===== config.mk =====
export PLATFORM = sky130hd
export DESIGN_NAME = bitmask_scheduler_flat
export DESIGN_NICKNAME = d
export VERILOG_FILES = /design/src/rtl/bitmask_scheduler_pkg.sv /design/src/rtl/bitmask_scheduler_if.sv /design/src/rtl/bitmask_scheduler_pencoder_7to3.sv /design/src/rtl/bitmask_scheduler.sv /design/src/flat_wrapper.sv
export SDC_FILE = /design/constraint.sdc
export NUM_CORES = 1
export LEC_CHECK = 0
export ABC_CLOCK_PERIOD_IN_PS = 2800
export BUFFER_PORTS_ARGS = -buffer_cell sky130_fd_sc_hd__buf_2
export CAP_MARGIN = 20
export CORE_MARGIN = 2
export CORE_UTILIZATION = 47
export DETAILED_ROUTE_END_ITERATION = 16
export PLACE_DENSITY = 0.88
export SLEW_MARGIN = 5
export SYNTH_ARGS = -nofsm -noshare
export SYNTH_HDL_FRONTEND = slang
export SYNTH_SLANG_ARGS = --single-unit

===== constraint.sdc =====
create_clock -name clk -period 2.8 [get_ports clk]
set_input_delay 0.28 -clock clk [delete_from_list [all_inputs] [get_ports clk]]
set_output_delay 0.28 -clock clk [all_outputs]
set_load 0.02 [all_outputs]

===== src/rtl/bitmask_scheduler_pkg.sv =====
// bitmask_scheduler_pkg: shared widths and state encoding for the bitmask scheduler
package bitmask_scheduler_pkg;
    localparam int MASK_W = 7;
    localparam int IDX_W = 3;
    typedef enum logic [0:0] {
        S_IDLE = 1'b0,
        S_RUN  = 1'b1
    } sched_state_e;
endpackage


===== src/rtl/bitmask_scheduler_if.sv =====
// bitmask_scheduler_if: operand-in / beat-out valid-ready bundle plus flush
interface bitmask_scheduler_if #(parameter int TAG_W = 8);
    import bitmask_scheduler_pkg::*;
    logic flush;
    logic in_valid;
    logic in_ready;
    logic [MASK_W-1:0] in_mask;
    logic [TAG_W-1:0] in_tag;
    logic out_valid;
    logic out_ready;
    logic [IDX_W-1:0] out_idx;
    logic out_last;
    logic out_zero;
    logic [TAG_W-1:0] out_tag;
    logic [IDX_W-1:0] out_seq;
    modport master (
        output flush, in_valid, in_mask, in_tag, out_ready,
        input  in_ready, out_valid, out_idx, out_last, out_zero, out_tag, out_seq
    );
    modport slave (
        input  flush, in_valid, in_mask, in_tag, out_ready,
        output in_ready, out_valid, out_idx, out_last, out_zero, out_tag, out_seq
    );
endinterface


===== src/rtl/bitmask_scheduler_pencoder_7to3.sv =====
// pencoder_7to3: lowest-set-bit priority encoder, idx 0 when no bit is set
module pencoder_7to3 (
    input  logic [6:0] req,
    output logic [2:0] idx,
    output logic       val
);
    always_comb begin
        val = |req;
        idx = req[0] ? 3'd0 :
              req[1] ? 3'd1 :
              req[2] ? 3'd2 :
              req[3] ? 3'd3 :
              req[4] ? 3'd4 :
              req[5] ? 3'd5 :
              req[6] ? 3'd6 : 3'd0;
    end
endmodule


===== src/rtl/bitmask_scheduler.sv =====
// bitmask_scheduler: walks a 7-bit mask one set bit per beat, LSB first, one marked beat for an empty mask
module bitmask_scheduler #(parameter int TAG_W = 8) (
    input logic clk,
    input logic rst_n,
    bitmask_scheduler_if.slave bus
);
    import bitmask_scheduler_pkg::*;
    sched_state_e state;
    logic [MASK_W-1:0] rem;
    logic [MASK_W-1:0] rem_lo;
    logic [TAG_W-1:0] tag_q;
    logic [IDX_W-1:0] seq_q;
    logic [IDX_W-1:0] penc_idx;
    logic penc_val;
    logic run;
    logic last;
    logic load;
    pencoder_7to3 u_penc (.req(rem), .idx(penc_idx), .val(penc_val));
    // rem_lo drops the lowest set bit, which is exactly the bit being emitted
    always_comb begin
        run = state == S_RUN;
        rem_lo = rem & (rem - MASK_W'(1));
        last = rem_lo == '0;
        bus.in_ready = !bus.flush && (!run || (bus.out_ready && last));
        load = bus.in_valid && bus.in_ready;
        bus.out_valid = run;
        bus.out_idx = penc_idx;
        bus.out_last = run && last;
        bus.out_zero = run && rem == '0;
        bus.out_tag = tag_q;
        bus.out_seq = seq_q;
    end
    always_ff @(posedge clk or negedge rst_n) begin
        if (!rst_n) begin
            state <= S_IDLE;
            rem <= '0;
            tag_q <= '0;
            seq_q <= '0;
        end else if (bus.flush) begin
            state <= S_IDLE;
            rem <= '0;
        end else if (load) begin
            state <= S_RUN;
            rem <= bus.in_mask;
            tag_q <= bus.in_tag;
            seq_q <= '0;
        end else if (run && bus.out_ready) begin
            state <= last ? S_IDLE : S_RUN;
            rem <= rem_lo;
            seq_q <= last ? seq_q : seq_q + 1'b1;
        end
    end
    assert property (@(posedge clk) disable iff (!rst_n) run |-> penc_val == !bus.out_zero);
endmodule


===== src/flat_wrapper.sv =====
// flat-port wrapper written by rule: the top's interface ports become plain ports
module bitmask_scheduler_flat import bitmask_scheduler_pkg::*;
#(parameter int TAG_W = 8)
  (clk, rst_n, bus_flush, bus_in_valid, bus_in_mask, bus_in_tag, bus_out_ready, bus_in_ready, bus_out_valid, bus_out_idx, bus_out_last, bus_out_zero, bus_out_tag, bus_out_seq);
  bitmask_scheduler_if #(.TAG_W(TAG_W)) bus_i ();
  input logic clk;
  input logic rst_n;
  input wire logic [$bits(bus_i.flush)-1:0] bus_flush;
  input wire logic [$bits(bus_i.in_valid)-1:0] bus_in_valid;
  input wire logic [$bits(bus_i.in_mask)-1:0] bus_in_mask;
  input wire logic [$bits(bus_i.in_tag)-1:0] bus_in_tag;
  input wire logic [$bits(bus_i.out_ready)-1:0] bus_out_ready;
  output wire logic [$bits(bus_i.in_ready)-1:0] bus_in_ready;
  output wire logic [$bits(bus_i.out_valid)-1:0] bus_out_valid;
  output wire logic [$bits(bus_i.out_idx)-1:0] bus_out_idx;
  output wire logic [$bits(bus_i.out_last)-1:0] bus_out_last;
  output wire logic [$bits(bus_i.out_zero)-1:0] bus_out_zero;
  output wire logic [$bits(bus_i.out_tag)-1:0] bus_out_tag;
  output wire logic [$bits(bus_i.out_seq)-1:0] bus_out_seq;
  assign bus_i.flush = bus_flush;
  assign bus_i.in_valid = bus_in_valid;
  assign bus_i.in_mask = bus_in_mask;
  assign bus_i.in_tag = bus_in_tag;
  assign bus_i.out_ready = bus_out_ready;
  assign bus_in_ready = bus_i.in_ready;
  assign bus_out_valid = bus_i.out_valid;
  assign bus_out_idx = bus_i.out_idx;
  assign bus_out_last = bus_i.out_last;
  assign bus_out_zero = bus_i.out_zero;
  assign bus_out_tag = bus_i.out_tag;
  assign bus_out_seq = bus_i.out_seq;
  bitmask_scheduler #(.TAG_W(TAG_W)) u_core (.clk(clk), .rst_n(rst_n), .bus(bus_i));
endmodule

==> run metrics, run 1 <==
final instance area 1250 µm²; Vias about 870; Synth Cell Area a little over 1000 µm²; synth top area cells dfrtp_1, mux2_2, a22o_2, a21oi_1, nor2_1; Synth area leader dfrtp_1; Worst IR Drop VDD 0.418 mV; TritonRoute pass-1 iters 4; Util after Layout 62.4%; all-layer global routing usage 19.3%; CP Buf/Inv Count 1; worst setup path endpoint bus_in_ready; WP data arrival around 2.3 ns; Starting Density around 51%; status complete, no violations; crit end category output port; final WL 2.11 mm; Worst Skew between 0.002 and 0.0025 ns; IO Count 38; pin count of the biggest net entering global routing 20; synth warn 0; fin worst setup slack 0.179 ns; synth unique cells 33; port bufs 37; DIE WIDTH 50.5 µm; max_cap viols 0; Max transition margin 65.7%; NumNets Final 153; first-pass GRT wire length approximately 3.7 mm; share of cells above drive strength 1 49.6%; Reg2Reg Setup Slack 0.33 ns; core area approximately 2000 µm²; pre-CTS setup slack between 0.2 and 0.3 ns; Worst-Margin Slew 0.512 ns; vias per cell 5.51; Slowest cell on crit path or4_4; CP required 2.52 ns; CTS Buffer Depth 2; Static Leakage ~0.00062 µW; Final Wtd Congestion 0.817; share of the synthesized area in the top cell type 46.9%; worst r2r src u_core.rem[1]$_DFFE_PN0P_; Critical Path, Cell by Cell or4_4 -> a211oi_2 -> o32ai_4 -> o21ai_1 -> nor2b_1 -> buf_2; Main synth FF type dfrtp_1; Placement Cell Area 1200 µm²; post-route ant nets 0; maximum clock frequency ~0.38 GHz; Area Growth Syn to Fin 23.1%; Hold Vio Cnt, Final 0; std cell rows 16; RSZ-0062 raised after global routing no; Final HPWL DP about 1.6 mm; ANT cells 0; FF-to-FF path depth 5; Synth Net Count 114; Worst path depth 6; H-tree depth 1; fin crit share 93.6%; endpoints failing setup 0; height of the die between 50 and 60 µm; CP peak stage delay about 0.60 ns; antenna violations before repair 0; Slew Viols, Final 0; latest clock arrival within the worst-skew pair 0.29 ns; Worst-path clk slew approximately 0.1 ns; gr ovfl total 0; Final TNS setup 0 ns; die area 2550 µm²; CP max FO 10; CP startpoint kind flip-flop; total CTS buffers 3; post-synthesis async set-or-reset flop share 100%; worst r2r dst u_core.bus.out_tag[6]$_DFFE_PN0P_; Top delay family on crit path simple AND/OR/NAND/NOR gates; number of flops mapped to enable cells by yosys 0; vias in the first global route 864; CTS tree built; Mean Syn Cell Area about 11 µm²; Crit. Startpoint u_core.rem[1]$_DFFE_PN0P_; PwrDens 605 nW/µm²; Worst Hold Class input port to flip-flop; wire per inst about 13 µm; Mapped Cells just over 90; hold_sp bus_in_mask[4]; # clock sinks 19; number of remaining DRC errors 0; Synth Register Bits 19; crit path time final 2.62 ns; register area share after synthesis around 47%; initial DRC count 7; CTS root buffer clkbuf_4; crit path kind flip-flop to output port
stage by stage:
stage / hold slack (ns) / total power [µW] / instances
after floorplan: -0.0156 / 539 / 93
final: 0.200 / 755 / 158
after CTS: 0.200 / 755 / 158
after global placement: 0.235 / 608 / 153
after global routing: 0.190 / 803 / 158
after detailed placement: 0.245 / 618 / 153
cells in the final DEF, fill, tap and decap left out, drive strengths merged, types with 3 or more instances in the layout:
cell type / count
dfrtp: 19
clkbuf: 3
a21oi: 7
mux2: 8
nor3: 6
inv: 5
a22o: 4
o21ai: 5
buf: 37
nor2: 9
nand2: 5
cells in the mapped netlist, types with 2 or more instances:
| library cell | number |
|---|---|
| nor2_1 | 9 |
| o21ai_0 | 5 |
| dfrtp_1 | 19 |
| nor3_1 | 5 |
| mux2_2 | 7 |
| buf_6 | 2 |
| a21oi_1 | 7 |
| a31o_2 | 2 |
| inv_1 | 5 |
| nand2_1 | 5 |
| a22o_2 | 4 |
| buf_2 | 2 |
sequential cells by signal, indices dropped and copies added (netlist names):
signal and flops:
u_core.bus.out_valid 1, u_core.rem 7, u_core.bus.out_tag 8, u_core.bus.out_seq 3
layer usage:
metal	track usage [%]	vias up	routed length [µm]
li1	-	419	-
met1	24.1	411	965
met3	4.76	4	137
met2	32.5	37	976
met5	0	-	0
met4	6.76	0	29
cells by family (layout without fill, tap and decap cells):
family | Yosys count | after routing | share of synthesized area, %
multiplexers | 8 | 8 | 9.25
AND/OR/NAND/NOR | 29 | 29 | 14.7
flip-flops | 19 | 19 | 46.9
buffers and inverters | 9 | 47 | 5.06
AO/OA/AOI/OAI | 26 | 26 | 21.9
adder cells (fa/ha/maj) | 2 | 2 | 2.22
area by class of cell:
type | instances | area (µm²)
Fill cell | 174 | 753
Tap cell | 27 | 33.8
Clock inverter | 1 | 5.00
Clock buffer | 3 | 22.5
Inverter | 5 | 18.8
Multi-Input combinational cell | 65 | 498
Timing Repair Buffer | 38 | 195
Sequential cell | 19 | 475
worst min path at each step:
stage                     slack [ns]                                end  cells after the start
after floorplan                -0.02  u_core.bus.out_seq[0]$_DFFE_PN0P_                      0
after global placement          0.23          u_core.rem[5]$_DFFE_PN0P_                      1
after detailed placement        0.24          u_core.rem[6]$_DFFE_PN0P_                      1
after CTS                       0.20          u_core.rem[4]$_DFFE_PN0P_                      2
after global routing            0.19          u_core.rem[4]$_DFFE_PN0P_                      2
final                           0.20          u_core.rem[4]$_DFFE_PN0P_                      2
timing repair:
action / CTS / global route
endpoints found under the setup margin: 0 / 1
setup buffers: 0 / 0
gates resized for setup: 0 / 3
hold buffers: 1 / 0
endpoints found under the hold margin: 19 / 0
report_power, final:
part / total (µW) / switching [µW] / internal, µW
clock network: 136 / 83.2 / 53.1
registers: 351 / 37.0 / 314
logic: 267 / 153 / 114
total: 755 / 273 / 482
Note: power is estimated with default switching activity, not from simulation.
==> run 2, diff against run 1 <==
- CORE_UTILIZATION: 47 -> 50
- CTS_BUF_LIST: unset -> sky130_fd_sc_hd__clkbuf_4
- PLACE_DENSITY: 0.88 -> 0.92
==> run metrics, run 2 (synthesis gave the netlist of run 1 again) <==
status complete, no violations; crit end category output port; wire per inst 13.0 µm; initial DRC count 18; Worst Hold Class input port to flip-flop; CP required 2.52 ns; Reg2Reg Setup Slack between 0.3 and 0.4 ns; first-pass GRT wire length 3.42 mm; Internal about 490 µW; total CTS buffers 3; IO Count 38; vias in the first global route 778; CTS tree built; Final Wtd Congestion 0.864; number of remaining DRC errors 0; worst r2r dst u_core.bus.out_tag[4]$_DFFE_PN0P_; Net Sw Frac approximately a third; Worst IR Drop VDD 0.424 mV; all-layer global routing usage around 18%; share of cells above drive strength 1 49.6%; area taken by multi-input logic gates 492 µm²; PwrDens 610 nW/µm²; TritonRoute pass-1 iters 4; worst r2r src u_core.rem[1]$_DFFE_PN0P_; filler cell count roughly 180; std cell rows 16; DIE WIDTH around 49 µm; pin count of the biggest net entering global routing 20; CTS Buffer Depth 2; hold_sp bus_in_mask[4]; Vias approximately 860; Hold Vio Cnt, Final 0; # clock sinks 19; Starting Density 52.3%; Largest register FFs 8; port bufs 37; core area 1940 µm²; crit path time final 2.66 ns; maximum clock frequency 0.376 GHz; Clock Power Share 19.1%; CP startpoint kind flip-flop; Static Leakage approximately 0.00062 µW; Util after Layout 64.1%; vias per cell ~5.4; ANT cells 0; combinational share of power 34.8%; crit path kind flip-flop to output port; max_cap viols 0; Max transition margin 63.3%; sequential power share between 40% and 50%; post-route ant nets 0; CP max FO 10; worst hold endpoint u_core.rem[4]$_DFFE_PN0P_; die area 2410 µm²; endpoints failing setup 0; Worst Skew 0.00381 ns; Slew Viols, Final 0; WP data arrival 2.38 ns; H-tree depth 1; height of the die 49.1 µm; CTS root buffer clkbuf_4; switching power 268 µW; antenna violations before repair 0; most frequent cells in the layout buf_2, dfrtp_1, nor2_1, a21oi_1, mux2_2; fin crit share between 90% and 100%; cell depth of the worst hold path 2; final WL between 2 and 2.5 mm; FF-to-FF path depth 5; minimum hold slack 0.190 ns; latest clock arrival within the worst-skew pair 0.30 ns; NumNets Final 153; Area Growth Syn to Fin 22.7%; Worst-Margin Slew 0.548 ns; sequential cell area ~480 µm²; commonest non-fill, non-tap cell in the layout buf_2; Final HPWL DP 1.55 mm; gr ovfl total 0; Worst-path clk slew 0.10 ns
==> run 2: changes by cell type in the layout (fill, tap and decap cells not counted) <==
cell | before | now
clkbuf_4 | 3 | 4
clkinv_2 | 1 | 0
nor3_2 | 0 | 1
nor3_4 | 1 | 0
o21ai_0 | 4 | 5
o21ai_1 | 1 | 0
==> run 2: worst max-delay path by stage <==
stage / from / endpoint / slack [ns] / cells past startpoint
finish: u_core.rem[1]$_DFFE_PN0P_ / bus_in_ready / 0.14 / 6
global route: u_core.rem[1]$_DFFE_PN0P_ / bus_in_ready / -0.003 / 6
CTS: u_core.rem[1]$_DFFE_PN0P_ / bus_in_ready / 0.06 / 6
detailed placement: u_core.rem[1]$_DFFE_PN0P_ / u_core.bus.out_tag[6]$_DFFE_PN0P_ / 0.25 / 5
global placement: u_core.rem[1]$_DFFE_PN0P_ / u_core.bus.out_tag[2]$_DFFE_PN0P_ / 0.36 / 5
floorplan: u_core.rem[1]$_DFFE_PN0P_ / bus_in_ready / 0.45 / 7
==> run 2: area by class of cell <==
class,count,area share (%)
Multi-Input combinational cell,65,39.5
Sequential cell,19,38.2
Timing Repair Buffer,38,15.7
Tap cell,27,2.71
Clock buffer,4,2.41
Inverter,5,1.51
==> run 2: stage by stage <==
stage               instances  power [µW]  setup TNS (ns)  worst slack [ns]  area, µm²
floorplan                  93         539               0             0.449       1010
global placement          153         608               0             0.362       1200
detailed placement        153         616               0             0.255       1200
CTS                       158         764               0            0.0601       1240
global route              158         809        -0.00260          -0.00260       1240
finish                    158         760               0             0.142       1240
==> run 2: critical path: stages (launching register included) <==
cell and delay, ns:
dfrtp_1 0.47, or4_4 0.59, a211oi_2 0.25, o32ai_4 0.20
o21ai_0 0.24, nor2b_1 0.16, buf_2 0.17
==> run 2: routing by layer <==
layer  routed length, µm  track usage [%]
met1                 937             24.6
met2                 919             29.7
met3                 171             4.60
met4                  25             5.71
met5                   0                0
==> run 2: what timing repair did <==
item                       in CTS  in global routing
hold endpoints to repair       19                  0
gates resized for setup         0                  1
hold buffers                    1                  0
setup endpoints to repair       0                  1
buffers inserted                0                  0
==> run 2: power groups by stage <==
stage	combinational, µW	clock [µW]	sequential (µW)
2_1_floorplan	155	0	384
3_3_place_gp	257	0	351
3_5_place_dp	263	0	353
4_1_cts	264	150	350
5_1_grt	287	166	356
6_report	264	145	350
